### src/rtl/vecaris_print_tx.sv
// Serial print transmitter: buffers each printed 16-bit word in a FIFO and sends it
// on an 8N1 UART line as four uppercase hex digits followed by a line feed.
module vecaris_print_tx #(
    parameter int CLKS_PER_BIT = 16,
    parameter int FIFO_DEPTH   = 8
) (
    input  logic        clk,
    input  logic        rst,
    input  logic        print_en,
    input  logic [15:0] print_data,
    input  logic        end_sig,
    output logic        tx,
    output logic        busy,
    output logic        overflow,
    output logic        done
);
    localparam int               PTR_W    = $clog2(FIFO_DEPTH);
    localparam int               CNT_W    = PTR_W + 1;
    localparam logic [15:0]      BIT_LAST = 16'(CLKS_PER_BIT - 1);
    localparam logic [CNT_W-1:0] FULL_CNT = CNT_W'(FIFO_DEPTH);

    typedef enum logic [1:0] {IDLE, START, DATA, STOP} state_t;

    state_t           state_q, state_d;
    logic [15:0]      tmr_q, tmr_d;
    logic [2:0]       bit_q, bit_d;
    logic [2:0]       idx_q, idx_d;
    logic [15:0]      word_q, word_d;
    logic [15:0]      mem_q [FIFO_DEPTH];
    logic [PTR_W-1:0] wr_ptr_q, wr_ptr_d;
    logic [PTR_W-1:0] rd_ptr_q, rd_ptr_d;
    logic [CNT_W-1:0] count_q, count_d;
    logic             overflow_q, overflow_d;
    logic             end_seen_q, end_seen_d;
    logic             tx_q, tx_d;
    logic             busy_q, busy_d;
    logic             done_q, done_d;
    logic             pop, push, full, tmr_last;
    logic [7:0]       char_d;

    function automatic logic [7:0] nib_ascii(input logic [3:0] n);
        logic [7:0] c;
        if (n < 4'd10) c = 8'h30 + {4'h0, n};
        else           c = 8'h37 + {4'h0, n};
        return c;
    endfunction

    function automatic logic [7:0] char_of(input logic [15:0] w, input logic [2:0] idx);
        logic [7:0] c;
        case (idx)
            3'd0:    c = nib_ascii(w[15:12]);
            3'd1:    c = nib_ascii(w[11:8]);
            3'd2:    c = nib_ascii(w[7:4]);
            3'd3:    c = nib_ascii(w[3:0]);
            default: c = 8'h0A;
        endcase
        return c;
    endfunction

    always_comb begin
        full     = (count_q == FULL_CNT);
        pop      = (state_q == IDLE) && (count_q != '0);
        // A full FIFO still accepts a strobe on the edge that pops its head.
        push     = print_en && (!full || pop);
        tmr_last = (tmr_q == BIT_LAST);

        state_d = state_q;
        tmr_d   = tmr_q;
        bit_d   = bit_q;
        idx_d   = idx_q;
        word_d  = word_q;

        case (state_q)
            IDLE: begin
                if (pop) begin
                    word_d  = mem_q[rd_ptr_q];
                    idx_d   = 3'd0;
                    tmr_d   = '0;
                    state_d = START;
                end
            end
            START: begin
                if (tmr_last) begin
                    tmr_d   = '0;
                    bit_d   = 3'd0;
                    state_d = DATA;
                end else begin
                    tmr_d = tmr_q + 16'd1;
                end
            end
            DATA: begin
                if (tmr_last) begin
                    tmr_d = '0;
                    if (bit_q == 3'd7) state_d = STOP;
                    else               bit_d   = bit_q + 3'd1;
                end else begin
                    tmr_d = tmr_q + 16'd1;
                end
            end
            STOP: begin
                if (tmr_last) begin
                    tmr_d = '0;
                    if (idx_q == 3'd4) begin
                        state_d = IDLE;
                    end else begin
                        idx_d   = idx_q + 3'd1;
                        state_d = START;
                    end
                end else begin
                    tmr_d = tmr_q + 16'd1;
                end
            end
        endcase

        wr_ptr_d   = push ? wr_ptr_q + PTR_W'(1) : wr_ptr_q;
        rd_ptr_d   = pop  ? rd_ptr_q + PTR_W'(1) : rd_ptr_q;
        count_d    = count_q + CNT_W'(push) - CNT_W'(pop);
        overflow_d = overflow_q | (print_en & full & ~pop);
        end_seen_d = end_seen_q | end_sig;

        // Outputs are registered from the next state so tx leads the state by no cycle.
        char_d = char_of(word_d, idx_d);
        case (state_d)
            START:   tx_d = 1'b0;
            DATA:    tx_d = char_d[bit_d];
            default: tx_d = 1'b1;
        endcase
        busy_d = (count_q != '0) || (state_d != IDLE);
        done_d = end_seen_d && !busy_d;
    end

    always_ff @(posedge clk) begin
        if (push) mem_q[wr_ptr_q] <= print_data;
        word_q <= word_d;
        if (!rst) begin
            state_q    <= IDLE;
            tmr_q      <= '0;
            bit_q      <= '0;
            idx_q      <= '0;
            wr_ptr_q   <= '0;
            rd_ptr_q   <= '0;
            count_q    <= '0;
            overflow_q <= 1'b0;
            end_seen_q <= 1'b0;
            tx_q       <= 1'b1;
            busy_q     <= 1'b0;
            done_q     <= 1'b0;
        end else begin
            state_q    <= state_d;
            tmr_q      <= tmr_d;
            bit_q      <= bit_d;
            idx_q      <= idx_d;
            wr_ptr_q   <= wr_ptr_d;
            rd_ptr_q   <= rd_ptr_d;
            count_q    <= count_d;
            overflow_q <= overflow_d;
            end_seen_q <= end_seen_d;
            tx_q       <= tx_d;
            busy_q     <= busy_d;
            done_q     <= done_d;
        end
    end

    assign tx       = tx_q;
    assign busy     = busy_q;
    assign overflow = overflow_q;
    assign done     = done_q;
endmodule

### config.mk
export PLATFORM = sky130hd
export DESIGN_NAME = vecaris_print_tx
export DESIGN_NICKNAME = d
export VERILOG_FILES = /design/src/rtl/vecaris_print_tx.sv
export SDC_FILE = /design/constraint.sdc
export NUM_CORES = 1
export LEC_CHECK = 0
export BUFFER_PORTS_ARGS = -buffer_cell sky130_fd_sc_hd__buf_2
export CORE_ASPECT_RATIO = 0.9
export CORE_MARGIN = 4
export CORE_UTILIZATION = 35
export DETAILED_ROUTE_END_ITERATION = 10
export PLACE_DENSITY = 0.47
export SKIP_LAST_GASP = 1
export SYNTH_ARGS = -nofsm -noshare
export SYNTH_HDL_FRONTEND = slang
export SYNTH_SLANG_ARGS = --single-unit
### constraint.sdc
create_clock -name clk -period 8.9 [get_ports clk]
set_clock_uncertainty 0.2 [all_clocks]
set_input_delay 0.89 -clock clk [delete_from_list [all_inputs] [get_ports clk]]
set_output_delay 0.89 -clock clk [all_outputs]
set_load 0.05 [all_outputs]
==> summary.md <==
| Metric | Value |
|---|---|
| Layout Nets | 688 |
| Critical path endpoint category | register |
| Via Count | 5,091 |
| Crit path kind | register to register |
| Required time worst endpoint | 9.01 ns |
| Total GRT Usage | 0.1481 |
| First-pass GRT wire length | 29,610 um |
| TritonCTS clock tree | built |
| Clk slew on worst S/H paths | 0.08 ns |
| Final Max Slew Viols | 0 |
| Antenna violations before repair | 0 |
| Vias per std cell | 5.320 |
| Cell variety after synth | 70 |
| Final setup violation count | 0 |
| CTS Buf Count | 17 |
| Synthesized flop and latch total | 186 |
| Hold Worst Slack | 0.2784 ns |
| Layout area overhead | 12.53% |
| Core area | 22,770 um2 |
| Routing usage on met3 | 0.03280 |
| Post-DRT Antenna Nets | 0 |
| Syn nets | 661 |
| Buffers on Ports | 23 |
| Fmax | 253.3 MHz |
| Mux cell area share after synthesis | 0.1218 |
| Slew @ Worst Pin | 1.144 ns |
| Worst setup SP type | register |
| Clock Latency Late Sink | 0.43 ns |
| Critical-path maximum fanout | 18 |
| Layout cells sized above 1 | 0.1697 |
| Post-synth EDFFs | 128 |
| Post-synthesis adder-cell area fraction | 0.03290 |
| Die Width | 169.5 um |
| Yosys warns | 0 |
| Syn_area_per_cell | 13.25 um2 |
| Clock buffer depth | 2 |
| Pin count of the biggest net entering global routing | 43 |
| Leakage | 3.207 nW |
| Status | complete, no violations |
| Crit path to | tx$_SDFF_PN1_ |
| Post-Route Setup TNS | 0 ns |
| Mapped Cells | 620 |
| RR Endpoint | tx$_SDFF_PN1_ |
| Overflow left after global routing | 0 |
| Reg2reg start | state_q[0]$_SDFF_PN0_ |
| Io pins | 24 |
| FP Rows | 52 |
| H-tree levels | 4 |
| WP data arrival | 4.06 ns |
| Post-DP HPWL | 12,280 um |
| Root Buffer | clkbuf_16 |
| Area share of and/or/nand/nor cells after synthesis | 0.09427 |
| Crit-path slowest cell | and2_1 |
| Hold crit path type | register to register |
| Delay of the slowest critical-path stage | 0.97 ns |
| Seq/Total Area, Yosys | 0.6092 |
| Hold path startpoint | end_seen_q$_SDFF_PN0_ |
| Starting Density | 0.3608 |
| Reg2reg path depth | 11 |
| Maxcap violations | 0 |
| Cts hold-fix bufs | 0 |
| Die Ht | 153.3 um |
| Compound-cell area share of the yosys netlist | 0.1028 |
| RSZ-0062 raised after global routing | false |
| Post-CTS Setup Repair Bufs | 0 |
| Drt drc | 0 |
| Busiest grt layer | met2 |
| Die area | 25,990 um2 |
| Mean routed wirelength per cell | 19.50 um |
| Drt initial violations | 339 |
| Post-synth ARST share | 0 |
| Critical path startpoint | state_q[0]$_SDFF_PN0_ |
| Maximum vdd ir drop | 0.0001401 V |
| Met1 Resource Use GR | 0.2103 |
| Placer Congestion | 0.8280 |
| Final hold vios | 0 |
| Fillers | 2,135 |
| Synth Cell Area | 8215 um2 |
| Final WL | 18,660 um |
| Tmin final | 3.947 ns |
| R2R Setup Slk | 4.95 ns |
| Crit-path cells | inv_1 > ha_1 > and2_1 > mux2i_2 > ha_1 > o21a_1 > o32ai_1 > mux2i_1 > mux2i_1 > a211o_1 > nand3_2 |
| Main combinational cell family by area after synthesis | multiplexers |
| Xor-xnor portion of the synthesized cell area | 0.01066 |
| Post-CTS resize count | 0 |
| Ant. Diodes | 0 |
| Clock Sinks | 186 |
| Vias in the first global route | 5,105 |
| Tcrit/Tclk final | 0.4435 |
| PwrDens | 313.6 nW/um2 |
| DR pass1 iterations | 4 |
| Met2 usage | 0.2324 |
| Synth Flop Type | edfxtp_1 |
| Relative slew slack | 0.2370 |
-- metrics by stage --
step / util / power (W) / std cells / area, um2 / setup slack [ns]
floorplan: - / 0.001907 / 620 / 8215 / 5.349
global placement: 0.3802 / 0.002158 / 925 / 8658 / 5.004
detailed placement: 0.3802 / 0.002175 / 925 / 8658 / 4.823
CTS: 0.4057 / 0.002929 / 957 / 9239 / 4.768
global route: 0.4060 / 0.003085 / 957 / 9245 / 4.673
finish: 0.4060 / 0.002899 / 957 / 9245 / 4.953
-- final cells by class --
type	instances	area, um2	share of cell area
multi-input cells	383	2999	0.3244
clock inverters	15	155.1	0.01678
repair buffers	33	190.2	0.02057
clock buffers	17	425.4	0.04601
flip-flops and latches	186	5006	0.5415
inverters	26	97.59	0.01056
well taps	297	371.6	0.04019
-- cell usage after synthesis (all sizes together), types with 2 or more instances --
| library cell | n | area share |
|---|---|---|
| a211oi | 4 | 0.0037 |
| a21boi | 5 | 0.0046 |
| a21o | 4 | 0.0037 |
| a21oi | 30 | 0.019 |
| a22oi | 14 | 0.013 |
| a311oi | 5 | 0.0053 |
| a31o | 3 | 0.0032 |
| a31oi | 16 | 0.013 |
| and2 | 10 | 0.0076 |
| and3 | 8 | 0.0061 |
| and4 | 2 | 0.0021 |
| buf | 12 | 0.011 |
| clkbuf | 13 | 0.0059 |
| dfxtp | 58 | 0.14 |
| edfxtp | 128 | 0.47 |
| ha | 20 | 0.030 |
| inv | 26 | 0.012 |
| mux2 | 9 | 0.013 |
| mux2i | 34 | 0.046 |
| mux4 | 22 | 0.062 |
| nand2 | 31 | 0.014 |
| nand2b | 8 | 0.0061 |
| nand3 | 14 | 0.0091 |
| nand4 | 2 | 0.0015 |
| nor2 | 56 | 0.026 |
| nor2b | 5 | 0.0038 |
| nor3 | 8 | 0.0049 |
| nor4 | 3 | 0.0023 |
| nor4b | 2 | 0.0021 |
| o211ai | 3 | 0.0027 |
| o21a | 5 | 0.0047 |
| o21ai | 26 | 0.016 |
| o22ai | 3 | 0.0023 |
| o311a | 2 | 0.0024 |
| or2 | 2 | 0.0015 |
| or3 | 2 | 0.0015 |
| xnor2 | 5 | 0.0053 |
| xor2 | 5 | 0.0053 |
-- power by group --
group          internal [W]  total, W  switching [W]
sequential          0.00102   0.00106      0.0000385
combinational      0.000431   0.00110       0.000665
clock              0.000398  0.000746       0.000348
-- worst min-delay path by stage --
stage                                  to  slack, ns  depth (start not counted)
floorplan           end_seen_q$_SDFF_PN0_       0.24                          2
global placement    end_seen_q$_SDFF_PN0_       0.26                          2
detailed placement  end_seen_q$_SDFF_PN0_       0.26                          2
CTS                 end_seen_q$_SDFF_PN0_       0.28                          2
global route        end_seen_q$_SDFF_PN0_       0.29                          2
finish              end_seen_q$_SDFF_PN0_       0.28                          2
-- cell families after synthesis --
kind of cell               Yosys count
xor gates and xnor gates            10
adders and majority gates           21
and+or+nand+nor                    158
buffers and inverters               51
AOI/OAI and AO/OA                  129
DFF                                186
muxes                               65
-- routing by layer --
metal,wire [um],vias to the layer above
li1,-,2420
met1,9017,2575
met2,8752,86
met3,724,10
met4,164,0
met5,0,-
-- worst max-delay path: cells and delay by family, from the launching register on --
kind | cells | cell delay, ns
adders and majority gates | 2 | 0.76
and+or+nand+nor | 2 | 1.04
buffers and inverters | 1 | 0.15
AOI/OAI and AO/OA | 3 | 0.40
muxes | 3 | 0.91
DFF | 1 | 0.36
-- placed cells by master, fill, tap and decap left out, drive strengths merged, types with 4 or more instances in the layout --
| cell | netlist | routed |
|---|---|---|
| edfxtp | 128 | 128 |
| dfxtp | 58 | 58 |
| nor2 | 56 | 56 |
| mux2i | 34 | 34 |
| inv | 26 | 34 |
| buf | 12 | 33 |
| nand2 | 31 | 31 |
| a21oi | 30 | 30 |
| o21ai | 26 | 26 |
| mux4 | 22 | 22 |
| ha | 20 | 20 |
| clkbuf | 13 | 17 |
| a31oi | 16 | 16 |
| a22oi | 14 | 14 |
| nand3 | 14 | 14 |
| and2 | 10 | 10 |
| mux2 | 9 | 9 |
| nand2b | 8 | 8 |
| and3 | 8 | 8 |
| nor3 | 8 | 8 |
| nor2b | 5 | 5 |
| a21boi | 5 | 5 |
| a311oi | 5 | 5 |
| xor2 | 5 | 5 |
| xnor2 | 5 | 5 |
| o21a | 5 | 5 |
| clkinv | 0 | 5 |
| a21o | 4 | 4 |
| a211oi | 4 | 4 |
-- flip-flops by register name (all words and copies together) (netlist names), named ones only --
name	cells
busy	1
state_q	2
idx_q	3
tmr_q	16
tx	1
done	1
word_q	16
wr_ptr_q	3
rd_ptr_q	3
end_seen_q	1
count_q	4
bit_q	3
mem_q	128
overflow	1
(Power assumes the default switching activity.)
